===== config.mk =====
export PLATFORM = sky130hd
export DESIGN_NAME = button_debouncer
export DESIGN_NICKNAME = d
export VERILOG_FILES = /design/src/rtl/button_debouncer.sv
export SDC_FILE = /design/constraint.sdc
export NUM_CORES = 1
export LEC_CHECK = 0
export ABC_CLOCK_PERIOD_IN_PS = 2190
export BUFFER_PORTS_ARGS = -buffer_cell sky130_fd_sc_hd__buf_2
export CAP_MARGIN = 20
export CORE_UTILIZATION = 56
export DETAILED_ROUTE_END_ITERATION = 7
export PLACE_DENSITY = 0.82
export SLEW_MARGIN = 0
export SYNTH_ARGS = -nofsm -noshare
export SYNTH_HDL_FRONTEND = slang
export SYNTH_SLANG_ARGS = --single-unit

===== constraint.sdc =====
create_clock -name i_clock -period 2.19 [get_ports i_clock]
set_clock_uncertainty 0.1 [all_clocks]
set_input_delay 0.3285 -clock i_clock [delete_from_list [all_inputs] [get_ports i_clock]]
set_output_delay 0.3285 -clock i_clock [all_outputs]
set_load 0.02 [all_outputs]

===== src/rtl/button_debouncer.sv =====
// rtl/button_debouncer.sv - multi-channel push-button synchroniser, debouncer and press/release pulse generator
module button_debouncer #(
    parameter int N_BTN     = 3,
    parameter int DB_CYCLES = 1_000_000,
    parameter int CNT_W     = 20
) (
    input  logic             i_clock,
    input  logic             i_reset,
    input  logic [N_BTN-1:0] i_btn,
    output logic [N_BTN-1:0] o_level,
    output logic [N_BTN-1:0] o_press,
    output logic [N_BTN-1:0] o_release
);

    localparam logic [CNT_W-1:0] CNT_MAX = CNT_W'(DB_CYCLES - 1);

    logic [N_BTN-1:0] sync1;
    logic [N_BTN-1:0] sync2;
    logic [N_BTN-1:0] stable;
    logic [N_BTN-1:0] accept;

    always_ff @(posedge i_clock or negedge i_reset) begin
        if (!i_reset) begin
            sync1 <= '0;
            sync2 <= '0;
        end else begin
            sync1 <= i_btn;
            sync2 <= sync1;
        end
    end

    genvar g;
    generate
        for (g = 0; g < N_BTN; g++) begin : g_chan
            logic [CNT_W-1:0] cnt;

            // A change is accepted only after DB_CYCLES consecutive differing samples.
            assign accept[g] = (sync2[g] != stable[g]) && (cnt == CNT_MAX);

            always_ff @(posedge i_clock or negedge i_reset) begin
                if (!i_reset) begin
                    cnt       <= '0;
                    stable[g] <= 1'b0;
                end else if (sync2[g] == stable[g]) begin
                    cnt <= '0;
                end else if (accept[g]) begin
                    stable[g] <= sync2[g];
                    cnt       <= '0;
                end else begin
                    cnt <= cnt + 1'b1;
                end
            end
        end
    endgenerate

    // Pulses are registered alongside the level update so they align with o_level.
    always_ff @(posedge i_clock or negedge i_reset) begin
        if (!i_reset) begin
            o_press   <= '0;
            o_release <= '0;
        end else begin
            o_press   <= accept & sync2;
            o_release <= accept & ~sync2;
        end
    end

    assign o_level = stable;

endmodule

### After elaboration in Yosys (flattened, before gate mapping)

Cells that the tools add are included.

* muxes and demuxes: 6
* bitwise operators: 6
* equal/unequal tests: 9
* add/subtract/negate cells: 3
* reductions and logical operators: 6

Operators by type and width (count)
* 20-bit 2-to-1 mux: 6
* 20-bit by 1-bit adder with 20-bit output, second input constant: 3
* 20-bit == test, second input constant: 3
* 3-bit AND: 2
* 2-bit AND reduction: 3
* 1-bit == test: 3
* 1-bit logical AND: 3
* 1-bit inequality test: 3
* 1-bit NOT: 3
* 3-bit NOT: 1

* output and inout port bits: 9
* word-level logic and storage cells: 40
* register bits after elaboration: 75
* input port bits: 5

### Depth between registers and ports, before layout

Gate-level depths: netlist (run 1).

* word-level depth: 4
* depth in mapped cells: 6
* gate-level depth less buffers: 5

### Worst setup path before layout (run 1)

No wires, ideal clock.

* kind: flip-flop to flip-flop
* from: register g_chan[0].cnt[8]
* to: register g_chan[0].cnt[17]
* buffers on the path: 1
* slack: 0.192 ns
* clock period less this slack: 1.998 ns
* arrival time: 1.820 ns
* setup time: 0.078 ns
* stages on the path, launching flop included: 6
* data required time: 2.012 ns
* path through: dfrtp_1 -> nand4_2 -> or4_1 -> buf_2 -> or4_1 -> a21oi_1

* word-level cells in the longest chain between the ends: 4
* elaborated cells between the ends (all ways): 5
* classes of those cells: 1 x add/sub; 1 x eq/ne; 2 x mux; 1 x reduce/logical

RTL lines
* from (decl): line 35 `logic [CNT_W-1:0] cnt;`
* from (signal assigned): line 50 `cnt <= cnt + 1'b1;`
* branches (longest 2 deep; another with 20-bit by 1-bit adder with 20-bit output)
* 20-bit 2-to-1 mux *: line 46 `end else if (accept[g]) begin`
* 20-bit 2-to-1 mux *: line 44 `end else if (sync2[g] == stable[g]) begin`

Mark *: on every way between the ends.
A chain may end at the register's enable or synchronous reset.

### Worst setup path in the final report (run 1)

* from: register g_chan[0].cnt[0]
* to: register g_chan[0].cnt[9]

The elaborated chain is that of the path after synthesis.

==> results of run 1 <==
==> placed cells by master (no fill, tap or decap), drive strengths merged, types with 6 or more instances in the layout <==
cell | netlist | final
dfrtp | 75 | 75
nor2 | 52 | 52
xnor2 | 35 | 35
buf | 2 | 29
nand3 | 19 | 19
nand2 | 16 | 16
inv | 15 | 15
or4 | 15 | 15
a21oi | 14 | 14
o31ai | 12 | 12
nor4 | 12 | 12
nor3 | 12 | 12
clkbuf | 7 | 12
nand4 | 12 | 12
xor2 | 8 | 8
o21ai | 6 | 6
==> area by class of cell <==
cell class	instances	area, µm²
clock buffer	12	155
clock inverter	4	72.6
fill	454	1960
inverter	15	56.3
multi-input combinational	244	1500
sequential	75	1880
tap	75	93.8
timing repair buffer	33	240
==> registers in the layout, summed over array words and instances, names as in the netlist <==
signal      flops
g_chan.cnt     60
o_level         3
o_press         3
o_release       3
sync1           3
sync2           3
==> cell families after synthesis <==
logic type,Yosys count,synth area share [%]
AOI/OAI and AO/OA,33,5.81
and+or+nand+nor,164,25.1
xor gates and xnor gates,43,10.9
muxes,1,0.325
adders and majority gates,3,1.08
buffers and inverters,24,2.67
DFF,75,54.1
==> stage by stage <==
step / total power [mW] / worst slack (ns)
final: 2.72 / 0.0879
after floorplan: 1.48 / 0.192
after global routing: 2.82 / 0.00481
after global placement: 1.53 / 0.168
after CTS: 2.74 / 0.0794
after detailed placement: 1.54 / 0.0921
==> how the worst max path moves through the flow <==
stage | start | to | slack [ns]
3_5_place_dp | g_chan[1].cnt[0] | o_level[1] | 0.09
4_1_cts | g_chan[2].cnt[0] | o_level[2] | 0.08
5_1_grt | g_chan[2].cnt[0] | o_level[2] | 0.005
6_report | g_chan[0].cnt[0] | g_chan[0].cnt[9] | 0.09
3_3_place_gp | g_chan[1].cnt[0] | o_level[1] | 0.17
2_1_floorplan | g_chan[0].cnt[8] | g_chan[0].cnt[17] | 0.19
==> critical path: cells and delay by family (launching register included) <==
family                   cells  cell delay, ns
AND/OR/NAND/NOR              3            0.82
flip-flops                   1            0.41
buffers and inverters        1            0.26
adder cells (fa/ha/maj)      1            0.20
AO/OA/AOI/OAI                1            0.18
==> timing repair <==
action                                  CTS  global route
buffers inserted                          0             2
hold endpoints to repair                 42             0
hold buffers                              4             0
endpoints found under the setup margin    0             3
gates resized for setup                   0             2
==> routing by layer <==
| metal | wire (µm) | share of wire [%] |
|---|---|---|
| met1 | 3060 | 45 |
| met4 | 163 | 2.4 |
| met2 | 3410 | 50 |
| met5 | 0 | 0 |
| met3 | 188 | 2.8 |
==> report_power, final <==
group / switching [mW] / total, mW / internal, mW / leakage (nW)
Combinational: 0.0606 / 0.0983 / 0.0377 / 0.481
Sequential: 0.0217 / 1.42 / 1.40 / 1.03
Clock: 0.494 / 1.20 / 0.702 / 0.113
==> results by group, run 1 <==
Worst hold path
  – Hold endpoint: sync2[0]
  – Hold Crit Class: reg2reg
  – Hold Crit Depth: 0
  – Hold_sp: sync1[0]

Timing
  – F_max: 476 MHz
  – # setup viols final: 0
  – WHS: 0.253 ns
  – Fin crit period: 2.10 ns
  – RSZ-0062 raised after global routing: false
  – Max_slew headroom: 64.6%
  – Hold Fails Final Rpt: 0
  – Slew of the pin with the lowest slew margin: 0.530 ns
  – Slew Viols, Final: 0
  – Tcrit/Tclk final: 96.0%
  – Setup TNS: 0 ns

Global routing
  – Largest net degree at the start of global routing: 42
  – Grt ovf: 0
  – First-pass GRT wire length: 11500 µm
  – Vias in the first global route: 2551
  – GRT met1 Usage: 28.1%
  – GRT Overall Usage: 23.4%
  – Antenna violations before repair: 0
  – Met2 usage: 39.6%
  – GR Util met3: 4.43%
  – Gr busiest metal: met2

Worst setup path
  – R2r endpoint: g_chan[0].cnt[9]
  – R2R setup slack: 0.09 ns
  – Crit Path Max Fanout: 20
  – Setup crit end kind: flop
  – CP Launch Type: flop
  – Req. time, crit path: 2.31 ns
  – Critical-path cell list: ha_1, nand3_1, or4_1, o21ai_1, buf_4, nor2_1
  – CP Class: reg2reg
  – Arrival time at the worst endpoint: 2.22 ns
  – R2r startpoint: g_chan[0].cnt[0]
  – Reg2Reg Depth: 6
  – Worst path max stage delay: 0.62 ns
  – CP max-delay cell: or4_1

CTS
  – Clk_lat worst skew: 0.35 ns
  – CTS tree: done
  – Clock Pin Slew Worst Setup and Hold Paths: 0.08 ns
  – Clock buffer count from CTS: 9
  – CTS sink count: 75
  – Htree depth: 3
  – Clock Root Buffer: clkbuf_8
  – Clock Tree Buf Depth: 2

Pwr
  – Maximum vdd drop: 0.000438 V
  – Static Leak: 1.62 nW
  – Pwr Density: 680 nW/µm²

Route
  – Drt drc: 0
  – ANT nets after route: 0
  – DR WL/cell: 14.9 µm
  – DRT iter0 DRCs: 107
  – Total iterations of the first detailed-routing run: 4
  – Wirelength, routed: 6820 µm
  – Vias: 2649
  – Post-DR vias/cell: 5.78

Yosys
  – Most frequent cell after synthesis: dfrtp_1
  – Post-synthesis sequential area ratio: 54.1%
  – Synthesized flop and latch total: 75
  – Synth Flop Type: dfrtp_1
  – Async SR Flop Fraction: 100%
  – Leading post-synthesis cells by cell area: dfrtp_1 (54%), xnor2_1 (8.8%), nor2_1 (5.6%)
  – Post-synth top area share: 54.1%
  – Post-synth top area cell: dfrtp_1
  – Yosys cell types: 31
  – Post-Syn Instances: 343
  – Commonest cells in the netlist: dfrtp_1 (75), nor2_1 (52), xnor2_1 (35)
  – Mapped cell area: 3470 µm²
  – Number of synthesized flops with an enable pin: 0
  – Syn Area/Cell: 10.1 µm²
  – Total nets after synthesis: 351
  – Ys Warns: 0

Placed design
  – Routability Congestion: 0.851
  – PortBufs: 13
  – Post-placement cell area: 3710 µm²
  – Post-DP HPWL: 4580 µm
  – Dpl cells: 436

Cells and area
  – Fin util: 67.1%
  – Final Net Count: 386
  – Area grow syn2layout: 15.3%
  – Design area: 4000 µm²
  – Share of cells above drive strength 1: 13.1%
  – # diodes: 0
  – Final Non-Filler Cells: 458

Floorplan
  – Die W: 80.7 µm
  – Number of core rows: 28
  – Core area: 5960 µm²
  – Area of the die: 6510 µm²
  – Initial core utilization: 58.2%
  – Ports: 14
  – DIE HEIGHT: 80.7 µm

Outcome
  – Status: finished clean

Flow run
  – Max Cap Violations: 0
(Power assumes the default switching activity.)
==> run 2: changes to the inputs <==
--- a/config.mk
+++ b/config.mk
@@ -5,10 +5,11 @@
 export SDC_FILE = /design/constraint.sdc
 export NUM_CORES = 1
 export LEC_CHECK = 0
-export ABC_CLOCK_PERIOD_IN_PS = 2190
+export ABC_CLOCK_PERIOD_IN_PS = 2300
 export BUFFER_PORTS_ARGS = -buffer_cell sky130_fd_sc_hd__buf_2
 export CAP_MARGIN = 20
 export CORE_UTILIZATION = 56
+export CTS_BUF_LIST = sky130_fd_sc_hd__clkbuf_4
 export DETAILED_ROUTE_END_ITERATION = 7
 export PLACE_DENSITY = 0.82
 export SLEW_MARGIN = 0
==> constraint.sdc (replaced) <==
create_clock -name i_clock -period 2.3 [get_ports i_clock]
set_clock_uncertainty 0.1 [all_clocks]
set_input_delay 0.345 -clock i_clock [delete_from_list [all_inputs] [get_ports i_clock]]
set_output_delay 0.345 -clock i_clock [all_outputs]
set_load 0.02 [all_outputs]
==> run 2 against run 1 <==
Net effect: hold slack better by 0.014 ns; routed wire length down 6.4%; die area unchanged; maximum frequency down 1.1%; non-clock buffer count down 3; critical endpoint is now g_chan[0].cnt[17].
==> results by group, run 2 (synthesis results as in run 1) <==
Floorplan
  – Ports: 14 (unchanged)
  – Initial core utilization: 58.2% (unchanged)
  – Number of core rows: 28 (unchanged)
  – Area of the die: 6510 µm² (unchanged)
  – Die W: 80.7 µm (unchanged)
  – DIE HEIGHT: 80.7 µm (unchanged)
  – Core area: 5960 µm² (unchanged)

Timing
  – Hold Fails Final Rpt: 0 (unchanged)
  – RSZ-0062 raised after global routing: false
  – WHS: 0.266 ns (+0.0135 ns)
  – Tcrit/Tclk final: 92.4% (-3.6 points)
  – Slew Viols, Final: 0 (unchanged)
  – # setup viols final: 0 (unchanged)
  – Setup TNS: 0 ns (unchanged)
  – Fin crit period: 2.13 ns (+0.0237 ns)
  – Max_slew headroom: 73.2% (+8.5 points)
  – Slew of the pin with the lowest slew margin: 0.399 ns (-0.132 ns)
  – Setup WS post-layout: 0.174 ns (+0.0863 ns)
  – F_max: 470 MHz (-1.1%)

Pwr
  – Maximum vdd drop: 0.000466 V (+6.4%)
  – Pwr Density: 627 nW/µm² (-7.8%)
  – Power Total: 2.47 mW (-9.3%)
  – Static Leak: 1.59 nW (-1.8%)

Route
  – Total iterations of the first detailed-routing run: 4 (unchanged)
  – DRT iter0 DRCs: 120 (+12%)
  – Post-DR vias/cell: 5.61 (-3.1%)
  – Wirelength, routed: 6390 µm (-6.4%)
  – Vias: 2551 (-3.7%)
  – Drt drc: 0 (unchanged)
  – ANT nets after route: 0 (unchanged)
  – DR WL/cell: 14.0 µm (-5.7%)

Global routing
  – GRT Overall Usage: 22.9% (-0.45 points)
  – Vias in the first global route: 2587 (+1.4%)
  – First-pass GRT wire length: 11200 µm (-2.0%)
  – Grt ovf: 0 (unchanged)
  – Antenna violations before repair: 0 (unchanged)
  – Largest net degree at the start of global routing: 33 (-21%)

Placed design
  – Routability Congestion: 0.833 (-2.1%)
  – PortBufs: 13 (unchanged)
  – Pre-CTS WS: 0.174 ns (+0.0819 ns)
  – Post-placement cell area: 3700 µm² (-0.20%)
  – Post-DP HPWL: 4470 µm (-2.4%)
  – Dpl cells: 435 (-0.23%)

Cells and area
  – Max reg flops: 60 (unchanged)
  – Area grow syn2layout: 13.4%
  – Design area: 3930 µm² (-1.7%)
  – # diodes: 0 (unchanged)
  – Most common cell after layout, fill and taps aside: dfrtp_1
  – Final Non-Filler Cells: 455 (-0.66%)
  – Fin util: 66.0% (-1.1 points)
  – Biggest register: g_chan.cnt
  – Share of cells above drive strength 1: 12.1% (-0.95 points)
  – Final Net Count: 383 (-0.78%)
  – Most frequent cells in the layout: dfrtp_1 (75), nor2_1 (52), xnor2_1 (35)

Worst setup path
  – CP Class: reg2reg
  – Worst path max stage delay: 0.67 ns (+0.05 ns)
  – CP max-delay cell: or4_1
  – Arrival time at the worst endpoint: 2.40 ns (+0.18 ns)
  – Critical-path cell list: nand4_2, or4_1, or4_1, a21oi_1
  – CP most frequent cell: or4_1
  – CP Launch Type: flop
  – Req. time, crit path: 2.57 ns (+0.26 ns)
  – Setup crit end kind: flop
  – Crit Path Max Fanout: 8 (-60%)

Worst hold path
  – Hold Crit Class: in2async

CTS
  – CTS tree: done
  – Htree depth: 3 (unchanged)
  – Clk_lat worst skew: 0.43 ns (+0.08 ns)
  – Clock Pin Slew Worst Setup and Hold Paths: 0.13 ns (+0.05 ns)
  – CTS sink count: 75 (unchanged)
  – Clock Root Buffer: clkbuf_4
  – Clock Tree Buf Depth: 2 (unchanged)
  – Post-CTS sizing: 0 (unchanged)
  – Clock buffer count from CTS: 9 (unchanged)

Flow run
  – Max Cap Violations: 0 (unchanged)

Outcome
  – Status: finished clean
## run 2: critical path, delay by kind of cell (launching register included)
family / cells / cell delay, ns
DFF: 1 / 0.46
and+or+nand+nor: 3 / 1.37
AOI/OAI and AO/OA: 1 / 0.16
## run 2: path summary, 6_finish.rpt
check | startpoint | endpoint | slack [ns] | cells after the start
worst max register to register | g_chan[0].cnt[8] | g_chan[0].cnt[17] | 0.17 | 4
worst min-delay path | i_reset | g_chan[2].cnt[16] | 0.27 | 2
worst min register to register | sync1[0] | sync2[0] | 0.27 | 0
worst max-delay path | g_chan[0].cnt[8] | g_chan[0].cnt[17] | 0.17 | 4
min in group i_clock | sync1[0] | sync2[0] | 0.27 | 0
max in group asynchronous | i_reset | g_chan[1].cnt[8] | 1.27 | 3
## run 2: per-layer routing
metal  GRT usage, %  vias to the layer above  routed length (µm)  part of all wire (%)
li1               -                     1276                   -                     -
met4           12.5                        0                 110                   1.7
met2           39.2                       23                3190                    50
met5              0                        -                   0                     0
met3           4.20                       12                 151                   2.4
met1           27.0                     1240                2930                    46
## run 2: area by class of cell
class / instances / area (µm²)
tap: 75 / 93.8
clock buffer: 10 / 75.1
multi-input combinational: 244 / 1500
sequential: 75 / 1880
inverter: 15 / 56.3
timing repair buffer: 30 / 218
fill: 466 / 2020
clock inverter: 6 / 114
## run 2: repair_timing
item / 4_1_cts / 5_1_grt
buffers inserted: 0 / 0
hold buffers: 4 / 0
setup endpoints to repair: 0 / 0
hold endpoints to repair: 33 / 0
## run 2: report_power, final
| part | internal, mW | total, mW | switching, mW |
|---|---|---|---|
| registers | 1.34 | 1.35 | 0.0188 |
| logic | 0.0326 | 0.0877 | 0.0551 |
| clock network | 0.564 | 1.02 | 0.459 |
| total | 1.93 | 2.47 | 0.533 |
